[config.mk]
export PLATFORM = sky130hd
export DESIGN_NAME = uesprit_acc_scheduler
export DESIGN_NICKNAME = d
export VERILOG_FILES = /design/src/rtl/uesprit_acc_scheduler.sv
export SDC_FILE = /design/constraint.sdc
export NUM_CORES = 1
export LEC_CHECK = 0
export ABC_AREA = 0
export BUFFER_PORTS_ARGS = -buffer_cell sky130_fd_sc_hd__buf_2
export CAP_MARGIN = 25
export CORE_UTILIZATION = 50
export CTS_CLUSTER_SIZE = 30
export DETAILED_ROUTE_END_ITERATION = 16
export GPL_ROUTABILITY_DRIVEN = 0
export PLACE_DENSITY = 0.78
export SLEW_MARGIN = 10
export SYNTH_ARGS = -nofsm -noshare
export SYNTH_HDL_FRONTEND = slang
export SYNTH_SLANG_ARGS = --single-unit
[constraint.sdc]
create_clock -name clk_i -period 3.5 [get_ports clk_i]
set_input_delay 0 -clock clk_i [delete_from_list [all_inputs] [get_ports clk_i]]
set_output_delay 0 -clock clk_i [all_outputs]
set_load 0.01 [all_outputs]
[src/rtl/uesprit_acc_scheduler.sv]
// uesprit_acc_scheduler
//
// Integration scheduler for the vector U-ESPRIT correlation datapath. Aligns the two-channel
// spectral stream to the FFT frame sync, gates it into the correlator, drives the correlator
// new_acc so each integration spans exactly acc_len spectra, and tags correlator output words
// with channel index, last-channel flag and integration number.
//
// Optional feature macro: UESPRIT_SYNC_CHECK_EN
//   defined   : a sync arriving mid-spectrum sets sticky sync_err_o and re-aligns on that sample.
//   undefined : sync_in_i is ignored outside WAIT_SYNC and sync_err_o is tied to 0.
//
// Ports
//   clk_i, rst_i (synchronous, active-high)
//   arm_i              level, permits starting integrations
//   acc_len_i          spectra per integration (0 treated as 1), sampled at boundaries
//   sync_in_i          pulse concurrent with channel 0 of a spectrum
//   din{1,2}_{re,im}_i antenna samples, qualified by din_valid_i
//   corr_din*_o        registered samples / qualifier to the correlator (1-cycle latency)
//   corr_new_acc_o     correlator new_acc, high on every sample of spectrum 0
//   corr_dout_valid_i  correlator dout_valid
//   dout_chan_o, dout_last_o, dout_frame_o  combinational tags for the current output word
//   busy_o             high while integrating
//   sync_err_o         sticky misalignment flag

module uesprit_acc_scheduler #(
    parameter int unsigned DIN_WIDTH     = 18,
    parameter int unsigned VECTOR_LEN    = 512,
    parameter int unsigned ACC_LEN_WIDTH = 16,
    parameter int unsigned FRAME_WIDTH   = 32
) (
    input  logic                           clk_i,
    input  logic                           rst_i,
    input  logic                           arm_i,
    input  logic [ACC_LEN_WIDTH-1:0]       acc_len_i,
    input  logic                           sync_in_i,
    input  logic signed [DIN_WIDTH-1:0]    din1_re_i,
    input  logic signed [DIN_WIDTH-1:0]    din1_im_i,
    input  logic signed [DIN_WIDTH-1:0]    din2_re_i,
    input  logic signed [DIN_WIDTH-1:0]    din2_im_i,
    input  logic                           din_valid_i,
    output logic signed [DIN_WIDTH-1:0]    corr_din1_re_o,
    output logic signed [DIN_WIDTH-1:0]    corr_din1_im_o,
    output logic signed [DIN_WIDTH-1:0]    corr_din2_re_o,
    output logic signed [DIN_WIDTH-1:0]    corr_din2_im_o,
    output logic                           corr_din_valid_o,
    output logic                           corr_new_acc_o,
    input  logic                           corr_dout_valid_i,
    output logic [$clog2(VECTOR_LEN)-1:0]  dout_chan_o,
    output logic                           dout_last_o,
    output logic [FRAME_WIDTH-1:0]         dout_frame_o,
    output logic                           busy_o,
    output logic                           sync_err_o
);

    localparam int unsigned ChanWidth = $clog2(VECTOR_LEN);
    localparam logic [ChanWidth-1:0] ChanLast = ChanWidth'(VECTOR_LEN - 1);
    localparam logic [ChanWidth-1:0] ChanOne  = ChanWidth'(1);
    localparam logic [ACC_LEN_WIDTH-1:0] AccOne = ACC_LEN_WIDTH'(1);
    localparam logic [FRAME_WIDTH-1:0] FrameOne = FRAME_WIDTH'(1);

    typedef enum logic [1:0] {StIdle, StWaitSync, StAccum} state_e;

    state_e                   state_q, state_d;
    logic [ChanWidth-1:0]     chan_q, chan_d;
    logic [ACC_LEN_WIDTH-1:0] spec_q, spec_d;
    logic [ACC_LEN_WIDTH-1:0] acc_len_q, acc_len_d;
    logic [ChanWidth-1:0]     ochan_q, ochan_d;
    logic [FRAME_WIDTH-1:0]   frame_q, frame_d;
    logic                     valid_q, new_acc_q;

    logic                     fwd, first, start, realign;
    logic [ACC_LEN_WIDTH-1:0] acc_len_eff;

    assign acc_len_eff = (acc_len_i == '0) ? AccOne : acc_len_i;

    always_comb begin
        state_d   = state_q;
        chan_d    = chan_q;
        spec_d    = spec_q;
        acc_len_d = acc_len_q;
        ochan_d   = ochan_q;
        frame_d   = frame_q;
        fwd       = 1'b0;
        first     = 1'b0;
        start     = 1'b0;
        realign   = 1'b0;

        unique case (state_q)
            StIdle: begin
                if (arm_i) state_d = StWaitSync;
            end
            StWaitSync: begin
                if (sync_in_i && din_valid_i) start = 1'b1;
            end
            StAccum: begin
                if (din_valid_i) begin
`ifdef UESPRIT_SYNC_CHECK_EN
                    realign = sync_in_i && (chan_q != '0);
`endif
                    if (realign) begin
                        start = 1'b1;
                    end else begin
                        fwd    = 1'b1;
                        first  = (spec_q == '0);
                        chan_d = chan_q + ChanOne;  // power-of-two length wraps naturally
                        if (chan_q == ChanLast) begin
                            if (spec_q == acc_len_q - AccOne) begin
                                if (arm_i) begin
                                    acc_len_d = acc_len_eff;
                                    spec_d    = '0;
                                end else begin
                                    state_d = StIdle;
                                end
                            end else begin
                                spec_d = spec_q + AccOne;
                            end
                        end
                    end
                end
            end
            default: state_d = StIdle;
        endcase

        // The sync sample itself is channel 0 of spectrum 0, so the next one is channel 1.
        if (start) begin
            fwd       = 1'b1;
            first     = 1'b1;
            acc_len_d = acc_len_eff;
            spec_d    = '0;
            chan_d    = ChanOne;
            state_d   = StAccum;
        end

        if (realign) begin
            ochan_d = '0;
            frame_d = '0;
        end else if (corr_dout_valid_i) begin
            ochan_d = ochan_q + ChanOne;
            if (ochan_q == ChanLast) frame_d = frame_q + FrameOne;
        end
    end

    always_ff @(posedge clk_i) begin
        if (rst_i) begin
            state_q        <= StIdle;
            chan_q         <= '0;
            spec_q         <= '0;
            acc_len_q      <= '0;
            ochan_q        <= '0;
            frame_q        <= '0;
            valid_q        <= 1'b0;
            new_acc_q      <= 1'b0;
            corr_din1_re_o <= '0;
            corr_din1_im_o <= '0;
            corr_din2_re_o <= '0;
            corr_din2_im_o <= '0;
        end else begin
            state_q   <= state_d;
            chan_q    <= chan_d;
            spec_q    <= spec_d;
            acc_len_q <= acc_len_d;
            ochan_q   <= ochan_d;
            frame_q   <= frame_d;
            valid_q   <= fwd;
            new_acc_q <= fwd && first;
            if (fwd) begin
                corr_din1_re_o <= din1_re_i;
                corr_din1_im_o <= din1_im_i;
                corr_din2_re_o <= din2_re_i;
                corr_din2_im_o <= din2_im_i;
            end
        end
    end

`ifdef UESPRIT_SYNC_CHECK_EN
    logic sync_err_q;
    always_ff @(posedge clk_i) begin
        if (rst_i) sync_err_q <= 1'b0;
        else if (realign) sync_err_q <= 1'b1;
    end
    assign sync_err_o = sync_err_q;
`else
    assign sync_err_o = 1'b0;
`endif

    assign corr_din_valid_o = valid_q;
    assign corr_new_acc_o   = new_acc_q;
    assign busy_o           = (state_q == StAccum);
    assign dout_chan_o      = ochan_q;
    assign dout_last_o      = (ochan_q == ChanLast);
    assign dout_frame_o     = frame_q;

endmodule

==> results.md <==
- Post-Place Cells: 1205
- FF+latch count, synth: 158
- Kind of critical path: reg2reg
- WHS Path Cells: 4
- First-pass GRT wire length: 33700 um
- Total Wirelength: 21400 um
- Worst path slowest cell: or4b_4
- Worst-path cell chain: inv_1 -> ha_1 -> or4b_4 -> nor3_2 -> mux2_2 -> o21ai_0 -> or3b_1 -> nor3_4 -> buf_12 -> nor2_4 -> mux2i_1
- WP data arrival: 3.48 ns
- Area Overhead vs Synth: 38.3%
- Worst hold-check path type: in2reg
- TritonCTS clock tree: built
- Multi-input logic area: 3610 um^2
- Ys async rst share: 0
- CP startpoint kind: flop
- Worst setup EP type: flop
- Sequential area share after synthesis: 0.451
- Fill count: 1017
- Setup TNS: 0 ns
- Worst endpoint required time: 3.79 ns
- Full die area: 14500 um^2
- Most used DFF post-synth: dfxtp_1
- Largest net degree at the start of global routing: 79
- Gate Count Post-Synth: 859
- Sequential share of power: 0.434
- Num rows: 42
- GRT Residual Overflow: 0
- R2r endpoint: acc_len_q[15]
- Crit Reg-Reg Startpoint: acc_len_q[0]
- Initial antenna violation count: 1
- Layout cells sized above 1: 0.231
- Worst vdd ir: 0.494 mV
- Leading cell type in the layout, fill and taps excluded: buf_2
- Final Hold Fails: 0
- Nets: 1239
- Static leakage: 4.12 nW
- FMAX: 313 MHz
- WL/cell: 16.1 um
- Placed Instance Area: 8160 um^2
- Post-synth EDFFs: 0
- Ys Warns: 0
- Vias/cell: 5.42
- Internal power: 3.29 mW
- Max Slew Vio Count: 0
- Leading cell types in the layout, fill and taps excluded: buf_2 (209), nand2_1 (186), dfxtp_1 (158)
- Initial core utilization: 0.521
- Vias: 7190
- Worst path top cell family by delay: simple AND/OR/NAND/NOR gates
- All-Layer GR Usage: 0.295
- H-Tree Depth: 4
- IO buf count: 210
- DRC Markers: 0
- Worst Hold Endpoint: chan_q[0]
- Clock power frac: 0.465
- Post-DRT Antenna Nets: 0
- Final Cell Area: 9700 um^2
- TritonCTS Buffers: 17
- Net Count, Synth: 961
- Final Cycle Share: 0.913
- Switch share: 0.235
- Avg Inst Size Synth: 8.17 um^2
- Pre-Repair DR Iteration Count: 7
- Die width: 120 um
- CTS max path bufs: 2
- CTS Sinks: 158
- Biggest cell delay along the critical path: 0.54 ns
- Status: finished, final reports clean
- RSZ-0062 raised after global routing: false
- Synth cell types: 57
- Worst skew pair latency: 0.43 ns
- P_sw: 1.01 mW
- CP Buf/Inv Count: 2
- I/O pin count: 212
- Core Area: 13500 um^2
- Maxcap violations: 0
- Fin cells: 1327
- Minimum clock period: 3.20 ns
- Sequential cell area: 3160 um^2
- Chip Height: 120 um
- Worst-Margin Slew: 0.730 ns
- Slew HR: 0.513
- Reg-to-reg slack, setup: 0.30 ns
- Crit path max fanout: 12
- Setup Skew: 0.0133 ns
- Root Buffer: clkbuf_16
- Post-DP HPWL: 12600 um
- Ratio of total power to cell area: 443 nW/um^2
- Hold Startpoint: sync_in_i
- Combinational power share: 0.101
- Reg2Reg Depth: 11
- Clock slew at reported path FFs: 0.06 ns
- DR iter-0 viols: 599
- Final setup fails: 0
- Cell Area, Synth: 7010 um^2
- Vias in the first global route: 6980
worst reg2reg max path, stage by stage (launching register included):
cell	delay [ns]
dfxtp_1	0.36
inv_1	0.10
ha_1	0.25
or4b_4	0.54
nor3_2	0.23
mux2_2	0.35
o21ai_0	0.18
or3b_1	0.44
nor3_4	0.24
buf_12	0.15
nor2_4	0.09
mux2i_1	0.15
what timing repair did:
item	4_1_cts	5_1_grt
hold buffers	88	0
resized for setup	0	0
setup endpoints to repair	0	12
endpoints found under the hold margin	92	0
setup buffers	0	1
flip-flops by register name, summed over array words and instances, names as in the netlist:
| name | count |
|---|---|
| state_q | 2 |
| corr_din2_re_o | 18 |
| corr_din1_re_o | 18 |
| dout_chan_o | 9 |
| dout_frame_o | 32 |
| corr_din_valid_o | 1 |
| spec_q | 16 |
| acc_len_q | 16 |
| corr_din1_im_o | 18 |
| corr_din2_im_o | 18 |
| corr_new_acc_o | 1 |
| chan_q | 9 |
routing by layer:
| metal | global-route usage | up-vias | part of all wire |
|---|---|---|---|
| li1 | - | 3491 | - |
| met1 | 0.335 | 3313 | 0.40 |
| met2 | 0.501 | 315 | 0.49 |
| met3 | 0.0854 | 71 | 0.068 |
| met4 | 0.155 | 0 | 0.044 |
| met5 | 0 | - | 0 |
cells in the mapped netlist, types with 13 or more instances:
master    number  share of area
a21oi_1      102          0.073
clkbuf_1      41          0.022
dfxtp_1      158           0.45
mux2i_1       20          0.029
nand2_1      186           0.10
nand2b_1      25          0.022
nand3_1       28          0.020
nand4_1       13          0.012
nor2_1        66          0.035
o21ai_0       16          0.011
or3_1         19          0.017
xnor2_1       22          0.027
xor2_1        31          0.039
area by class of cell:
type                            instances  area share
Inverter                               10     0.00387
Tap cell                              176      0.0227
Timing Repair Buffer                  307       0.209
Clock buffer                           20      0.0471
Clock inverter                         11      0.0186
Antenna cell                            2    0.000516
Sequential cell                       158       0.326
Multi-Input combinational cell        643       0.372
kinds of logic (layout without fill, tap and decap cells):
group	Yosys count	count (layout)	share of synthesized area
buffers and inverters	58	348	0.0353
multiplexers	23	23	0.0334
adder cells (fa/ha/maj)	8	8	0.0143
flip-flops	158	158	0.451
AND/OR/NAND/NOR	411	411	0.283
other	1	3	0.000535
AO/OA/AOI/OAI	147	147	0.116
XOR/XNOR	53	53	0.0662
power groups by stage:
stage	Sequential (mW)	Combinational [mW]	Clock (mW)
after floorplan	1.92	0.194	0
after global placement	1.90	0.334	0
after detailed placement	1.91	0.338	0
after CTS	1.87	0.418	2.02
after global routing	1.87	0.465	2.10
final	1.87	0.433	2.00
stage by stage:
| step | hold slack [ns] | util | power [mW] | worst slack, ns |
|---|---|---|---|---|
| 3_5_place_dp | 0.246 | 0.606 | 2.24 | 0.203 |
| 4_1_cts | 0.00225 | 0.719 | 4.30 | 0.191 |
| 3_3_place_gp | 0.239 | 0.606 | 2.24 | 0.252 |
| 6_report | 0.0107 | 0.721 | 4.30 | 0.305 |
| 5_1_grt | 0.0205 | 0.721 | 4.44 | 0.0977 |
| 2_1_floorplan | 0.136 | - | 2.11 | 0.432 |
worst max-delay path by stage:
stage | slack (ns) | end | start | cells after the start
3_3_place_gp | 0.25 | acc_len_q[15] | acc_len_q[0] | 10
5_1_grt | 0.1 | spec_q[0] | acc_len_q[0] | 11
3_5_place_dp | 0.20 | acc_len_q[15] | acc_len_q[0] | 10
6_report | 0.30 | acc_len_q[15] | acc_len_q[0] | 11
2_1_floorplan | 0.43 | acc_len_q[10] | acc_len_q[0] | 11
4_1_cts | 0.19 | acc_len_q[10] | acc_len_q[0] | 10
(Power assumes the default switching activity.)
